### config.mk
export PLATFORM = sky130hd
export DESIGN_NAME = wb_sram_bridge
export DESIGN_NICKNAME = d
export VERILOG_FILES = /design/src/rtl/wb_sram_bridge.sv
export SDC_FILE = /design/constraint.sdc
export NUM_CORES = 1
export LEC_CHECK = 0
export CORE_MARGIN = 1.5
export CORE_UTILIZATION = 42
export CTS_CLUSTER_DIAMETER = 80
export DETAILED_ROUTE_END_ITERATION = 12
export GPL_TIMING_DRIVEN = 0
export MAX_ROUTING_LAYER = met4
export PLACE_DENSITY = 0.95
export SLEW_MARGIN = 40
export SYNTH_ARGS = -nofsm -noshare
export SYNTH_HDL_FRONTEND = slang
export SYNTH_SLANG_ARGS = --single-unit
### constraint.sdc
create_clock -name wb_clk_i -period 5 [get_ports wb_clk_i]
set_clock_uncertainty 0.05 [all_clocks]
set_input_delay 0.5 -clock wb_clk_i [delete_from_list [all_inputs] [get_ports wb_clk_i]]
set_output_delay 0.5 -clock wb_clk_i [all_outputs]
set_load 0.005 [all_outputs]
### src/rtl/wb_sram_bridge.sv
// Wishbone B4 classic slave bridging the management SoC to port 0 (RW) of a
// single-port SRAM macro. Decodes a base-address window and runs one SRAM
// access per bus transaction. Returns a single-cycle ack.
// All outputs come straight from flops.
module wb_sram_bridge #(
    parameter logic [31:0] BASE_ADDR  = 32'h3000_0000,
    parameter int          ADDR_WIDTH = 9,
    parameter int          DATA_WIDTH = 32,
    parameter int          NUM_WMASKS = 4
) (
    input  logic                  wb_clk_i,
    input  logic                  wb_rst_i,
    input  logic                  wbs_cyc_i,
    input  logic                  wbs_stb_i,
    input  logic                  wbs_we_i,
    input  logic [NUM_WMASKS-1:0] wbs_sel_i,
    input  logic [31:0]           wbs_adr_i,
    input  logic [DATA_WIDTH-1:0] wbs_dat_i,
    output logic                  wbs_ack_o,
    output logic [DATA_WIDTH-1:0] wbs_dat_o,
    output logic                  sram_csb0,
    output logic                  sram_web0,
    output logic [NUM_WMASKS-1:0] sram_wmask0,
    output logic [ADDR_WIDTH-1:0] sram_addr0,
    output logic [DATA_WIDTH-1:0] sram_din0,
    input  logic [DATA_WIDTH-1:0] sram_dout0
);

    typedef enum logic [1:0] {
        IDLE   = 2'd0,
        ACCESS = 2'd1,
        RDWAIT = 2'd2,
        ACK    = 2'd3
    } state_t;

    state_t                  state_reg, state_next;
    logic                    ack_reg, ack_next;
    logic [DATA_WIDTH-1:0]   dat_o_reg, dat_o_next;
    logic                    csb_reg, csb_next;
    logic                    web_reg, web_next;
    logic [NUM_WMASKS-1:0]   wmask_reg, wmask_next;
    logic [ADDR_WIDTH-1:0]   addr_reg, addr_next;
    logic [DATA_WIDTH-1:0]   din_reg, din_next;

    logic                    hit;
    logic [NUM_WMASKS-1:0]   req_wmask;

    // Byte offset bits never reach the word-addressed SRAM.
    logic unused_byte_offset;
    assign unused_byte_offset = ^wbs_adr_i[1:0];

    // Window decode: only the bits above the word index must match the base.
    assign hit = wbs_cyc_i & wbs_stb_i &
                 (wbs_adr_i[31:ADDR_WIDTH+2] == BASE_ADDR[31:ADDR_WIDTH+2]);

    // Per-lane write mask: reads must never present a nonzero mask.
    generate
        for (genvar gi = 0; gi < NUM_WMASKS; gi++) begin : g_lane_mask
            assign req_wmask[gi] = wbs_we_i & wbs_sel_i[gi];
        end
    endgenerate

    // State and output registers; reset forces the idle bus/SRAM values.
    always_ff @(posedge wb_clk_i) begin
        if (wb_rst_i) begin
            state_reg <= IDLE;
            ack_reg   <= 1'b0;
            dat_o_reg <= '0;
            csb_reg   <= 1'b1;
            web_reg   <= 1'b1;
            wmask_reg <= '0;
            addr_reg  <= '0;
            din_reg   <= '0;
        end else begin
            state_reg <= state_next;
            ack_reg   <= ack_next;
            dat_o_reg <= dat_o_next;
            csb_reg   <= csb_next;
            web_reg   <= web_next;
            wmask_reg <= wmask_next;
            addr_reg  <= addr_next;
            din_reg   <= din_next;
        end
    end

    // Next-state logic: requests are only sampled in IDLE, so a strobe held
    // through the ack cycle cannot launch a second access.
    always_comb begin
        state_next = state_reg;
        case (state_reg)
            IDLE:    if (hit) state_next = ACCESS;
            ACCESS:  state_next = web_reg ? RDWAIT : ACK;
            RDWAIT:  state_next = ACK;
            ACK:     state_next = IDLE;
            default: state_next = IDLE;
        endcase
    end

    // Next-output logic: chip select is low for exactly the one cycle that
    // leads into the SRAM capture edge; address/data simply hold afterwards.
    always_comb begin
        ack_next   = 1'b0;
        dat_o_next = dat_o_reg;
        csb_next   = 1'b1;
        web_next   = 1'b1;
        wmask_next = '0;
        addr_next  = addr_reg;
        din_next   = din_reg;
        case (state_reg)
            IDLE: begin
                if (hit) begin
                    csb_next   = 1'b0;
                    web_next   = ~wbs_we_i;
                    wmask_next = req_wmask;
                    addr_next  = wbs_adr_i[ADDR_WIDTH+1:2];
                    din_next   = wbs_dat_i;
                end
            end
            ACCESS: begin
                // web_reg still reflects the access the SRAM is capturing now.
                ack_next = ~web_reg;
            end
            RDWAIT: begin
                // Read data was launched on the falling edge after capture.
                ack_next   = 1'b1;
                dat_o_next = sram_dout0;
            end
            default: begin
                ack_next = 1'b0;
            end
        endcase
    end

    assign wbs_ack_o   = ack_reg;
    assign wbs_dat_o   = dat_o_reg;
    assign sram_csb0   = csb_reg;
    assign sram_web0   = web_reg;
    assign sram_wmask0 = wmask_reg;
    assign sram_addr0  = addr_reg;
    assign sram_din0   = din_reg;

endmodule

==> flow_summary.ini, run 1 <==
[timing]
finalCritPeriodShare_pct = 51.75
worstMarginPinSlew_ns = 0.6865
setup_viol = 0
timing.final.ws_setup_ns = 2.412
fin_tns_setup_ns = 0
hold_viol_final = 0
rsz0062_at_grt = false
min_period_ns = 2.588
hold_ws_ns = 0.4249
relSlewSlack_pct = 54.23
slew_violations = 0
fmaxAchievable_ghz = 0.3864

[yosys]
syn_area_per_cell_um2 = 9.750
yosys_warnings = 0
syn_area_um2 = 3383
synthTopCellsByArea = dfxtp_1 (49%), mux2i_1 (9.5%), nand4_1 (7.8%), a21oi_1 (6.2%), o31ai_1 (6.2%)
syn-num-nets = 456
yosysSeqAreaShare_pct = 48.52
synth.top_cell.area_share_pct = 48.52
synthCells = 347
synth_seq_cells = 82
yosysTopAreaCell = dfxtp_1
synth_cell_types = 29

[critical_path]
cp-start-kind = input port
path_max_fanout = 10
cp-end-kind = register
cp.required_ns = 5.16
critical_path_class = input port to register
arrival_ns = 2.75

[placement]
portBuffers = 181
hpwl_um = 8116
dpl_cell_area_um2 = 5323
place.gp.congestion = 0.7716
dp.cells = 630
dp_slack_ns = 2.041

[grt]
grt-ovfl-total = 0
grt_pass1_vias = 3496
grt_pass1_wl_um = 17050
grt_max_degree = 15
grt_usage_pct = 25.96
antenna_found_initial = 0

[finish]
final_common_cell = clkdlybuf4s50_1
fill_cells = 575
final_area_um2 = 5588
final_core_utilization_pct = 71.94
multi_input_area_um2 = 1529
finalNetCount = 648
final-seq-area_um2 = 1642
layout-drive-gt1-share_pct = 7.721
final_cell_mix = clkdlybuf4s50_1 (181), dfxtp_1 (82), nand4_1 (42), a21oi_1 (42), nor2_1 (35)
area_growth_pct = 65.16
n_antenna_cell = 0
instances_no_fill = 646

[pwr]
power_density_nw_per_um2 = 328.3
p_total_mw = 1.835
p_leak_nw = 1.855
peakVddDrop_uv = 160.3

[die]
num_rows = 32
dieArea_um2 = 8603
io_pins = 185
die-width_um = 92.75
die_h_um = 92.75
initial_utilization_pct = 43.56
core_area_um2 = 7767

[cts]
path_clk_slew_ns = 0.09
cts_hold_buf = 0
post-cts-setup-buffers = 0
clock_sinks = 82
cts_buffers = 9
cts_tree = done
worst_skew_pair.late_latency_ns = 0.33
clockBufferDepth = 2
post_cts_resized = 0
htree_num_levels = 3
clock-root-buffer = clkbuf_8

[flow_run]
maxCapViolCount = 0

[routing]
num_vias = 3535
drt_iter0_drc = 233
drc_errors = 0
routedWlPerCell_um = 16.78
ant_nets = 0
wl_um = 10840
viasPerCell = 5.472
dr.pass1.iters = 4

[worst_hold_path]
min_path_type = register to register

[status]
status = finished, final reports clean
==> synthesized netlist by cell type, drive strengths merged <==
| library cell | count |
|---|---|
| nor3 | 3 |
| o31ai | 41 |
| o311ai | 1 |
| mux2i | 32 |
| a211oi | 2 |
| ha | 4 |
| nand4 | 42 |
| dfxtp | 82 |
| nor2b | 1 |
| a21oi | 42 |
| nor4 | 2 |
| nand2b | 1 |
| or2 | 1 |
| o21ai | 1 |
| nor4bb | 2 |
| and4 | 1 |
| nor2 | 35 |
| nand2 | 2 |
| and2 | 4 |
| clkbuf | 25 |
| buf | 15 |
| nor3b | 1 |
| inv | 3 |
| clkinv | 1 |
| or4 | 3 |
==> critical path, cell delays in order <==
cell,delay (ns)
clkdlybuf4s50_1,0.44
nor4bb_1,0.42
nand4_1,0.56
clkbuf_1,0.40
o31ai_1,0.31
a21oi_1,0.10
==> area by class of cell <==
| cell class | count | share of cell area, % |
|---|---|---|
| repair buffers | 181 | 32.42 |
| flip-flops and latches | 82 | 29.38 |
| multi-input cells | 221 | 27.36 |
| plain buffers | 40 | 3.538 |
| clock inverters | 6 | 2.463 |
| clock buffers | 10 | 2.284 |
| well taps | 102 | 2.284 |
| inverters | 4 | 0.2687 |
==> per-layer routing <==
metal | vias to the layer above | track usage, % | part of all wire (%)
li1 | 1673 | - | -
met1 | 1672 | 30.11 | 42
met2 | 174 | 45.04 | 50
met3 | 16 | 5.172 | 6.8
met4 | 0 | 8.333 | 1.3
met5 | - | - | 0
==> kinds of logic (layout without fill, tap and decap cells) <==
logic type               count (synthesis)  count (layout)  synth area share (%)
buffers and inverters                   44             241                 6.287
flip-flops                              82              82                 48.52
AND/OR/NAND/NOR                         98              98                 16.16
multiplexers                            32              32                 9.468
adder cells (fa/ha/maj)                  4               4                 1.479
AO/OA/AOI/OAI                           87              87                 18.08
==> worst paths after layout <==
check | cells after the start | start | slack [ns] | to
setup / recovery | 6 | wbs_adr_i[29] | 2.41 | sram_din0[22]
hold / removal | 2 | sram_din0[4] | 0.42 | sram_din0[4]
setup reg to reg | 7 | state_reg[0] | 2.58 | sram_din0[8]
hold reg to reg | 2 | sram_din0[4] | 0.42 | sram_din0[4]
==> power by group <==
part / internal, mW / total (mW) / switching, mW
Combinational: 0.232 / 0.474 / 0.242
Sequential: 0.705 / 0.735 / 0.0296
Clock: 0.385 / 0.626 / 0.240
Total: 1.32 / 1.83 / 0.512
(Power assumes the default switching activity.)
==> run 2: changes to the inputs <==
CORE_UTILIZATION = 39   (was 42)
PLACE_DENSITY = 0.9   (was 0.95)
clock period = 2.7 ns   (was 5 ns; I/O delays follow)
==> flow_summary.ini, run 2 (synthesis results as in run 1) <==
[cts]
worst_skew_pair.late_latency_ns = 0.34
clockBufferDepth = 2
path_clk_slew_ns = 0.10
htree_num_levels = 3
clock_sinks = 82
clock-root-buffer = clkbuf_8
cts_tree = done
cts_hold_buf = 0
cts_buffers = 9
post-cts-setup-buffers = 0
post_cts_resized = 0

[grt]
grt-ovfl-total = 0
antenna_found_initial = 0
grt_usage_pct = 22.51
grt_pass1_vias = 3366
grt_pass1_wl_um = 15530
grt_max_degree = 16

[pwr]
p_seq_share_pct = 44.2
p_sw_share_pct = 31.50
p_int_mw = 2.102
switchingPower_mw = 0.9663
power_density_nw_per_um2 = 556.5
p_leak_nw = 1.809
clkPwrFrac_pct = 27.6
pwr-share-comb_pct = 28.2
peakVddDrop_uv = 288.2

[routing]
top_layer = met4
routedWlPerCell_um = 16.09
dr.pass1.iters = 4
wl_met3_um = 791
drc_errors = 0
num_vias = 3486
drt_iter0_drc = 144
wl_um = 10440
ant_nets = 0
viasPerCell = 5.371
wl_met1_um = 4225
routed-wl-met2_um = 5289

[finish]
final_common_cell = clkdlybuf4s50_1
finalNetCount = 648
final_core_utilization_pct = 66.43
area_growth_pct = 62.94
layout-drive-gt1-share_pct = 7.904
n_antenna_cell = 0
final_cell_mix = clkdlybuf4s50_1 (181), dfxtp_1 (82), nand4_1 (42), a21oi_1 (42), nor2_1 (35)

[status]
status = finished, final reports clean

[critical_path]
slowest_stage = nand4_1
cp-end-kind = register
max_stage_delay_ns = 0.59
path_max_fanout = 10
critical_path_class = input port to register
cp-start-kind = input port
crit_chain = clkdlybuf4s50_1, nor4bb_1, nand4_1, clkbuf_1, o31ai_1, a21oi_1
cp.required_ns = 2.87
arrival_ns = 2.62

[timing]
min_period_ns = 2.455
slew_violations = 0
fmaxAchievable_ghz = 0.4073
rsz0062_at_grt = false
hold_viol_final = 0
setup_viol = 0
worstMarginPinSlew_ns = 0.6824
timing.final.ws_setup_ns = 0.2446
finalCritPeriodShare_pct = 90.94
relSlewSlack_pct = 54.51

[die]
die_h_um = 96.14
num_rows = 33
die-width_um = 96.14
io_pins = 185
initial_utilization_pct = 40.77
dieArea_um2 = 9243
core_area_um2 = 8299

[flow_run]
maxCapViolCount = 0

[placement]
dp_slack_ns = -0.1353
hpwl_um = 7817
portBuffers = 181
place.gp.congestion = 0.8244

[worst_hold_path]
min_path_type = input port to register
## run 2: critical path, delay by kind of cell
| family | cells | cell delay (ns) |
|---|---|---|
| simple gates | 2 | 1.06 |
| buf+inv | 2 | 0.88 |
| compound gates | 2 | 0.41 |
## run 2: worst paths after layout
check | endpoint | from | cells after the start | slack, ns
min | sram_web0 | wb_rst_i | 3 | 0.34
min reg2reg | sram_din0[12] | sram_din0[12] | 2 | 0.42
max reg2reg | sram_din0[5] | state_reg[0] | 7 | 0.32
max | sram_din0[22] | wbs_adr_i[29] | 6 | 0.24
## run 2: area by class of cell
class	count	area (µm²)
Clock inverter	6	48.80
Sequential cell	82	1642
Multi-Input combinational cell	221	1529
Clock buffer	10	137.6
Inverter	4	15.01
Fill cell	660	2786
Tap cell	105	131.4
Buffer	40	197.7
Timing Repair Buffer	181	1812
## run 2: layer usage
| layer | track usage [%] | vias to the layer above |
|---|---|---|
| met3 | 5.055 | 16 |
| met2 | 39.73 | 161 |
| met1 | 25.00 | 1643 |
| li1 | - | 1666 |
| met4 | 7.353 | 0 |
| met5 | - | - |
## run 2: power groups by stage
stage	registers (mW)	clock network [mW]	logic (mW)
after CTS	1.36	0.860	0.871
after global placement	1.38	0	0.843
after detailed placement	1.39	0	0.866
after global routing	1.37	0.908	0.948
after floorplan	1.39	0	0.417
final	1.36	0.846	0.865
## run 2: per-stage QoR
step	power [mW]	setup TNS, ns	hold WS, ns	instances	cell area, µm²
after floorplan	1.805	0	0.3417	347	3383
after global placement	2.221	-0.1972	0.4048	633	5326
after detailed placement	2.252	-3.591	0.4120	633	5326
after CTS	3.088	0	0.3373	649	5513
after global routing	3.225	0	0.3591	649	5513
final	3.068	0	0.3427	649	5513
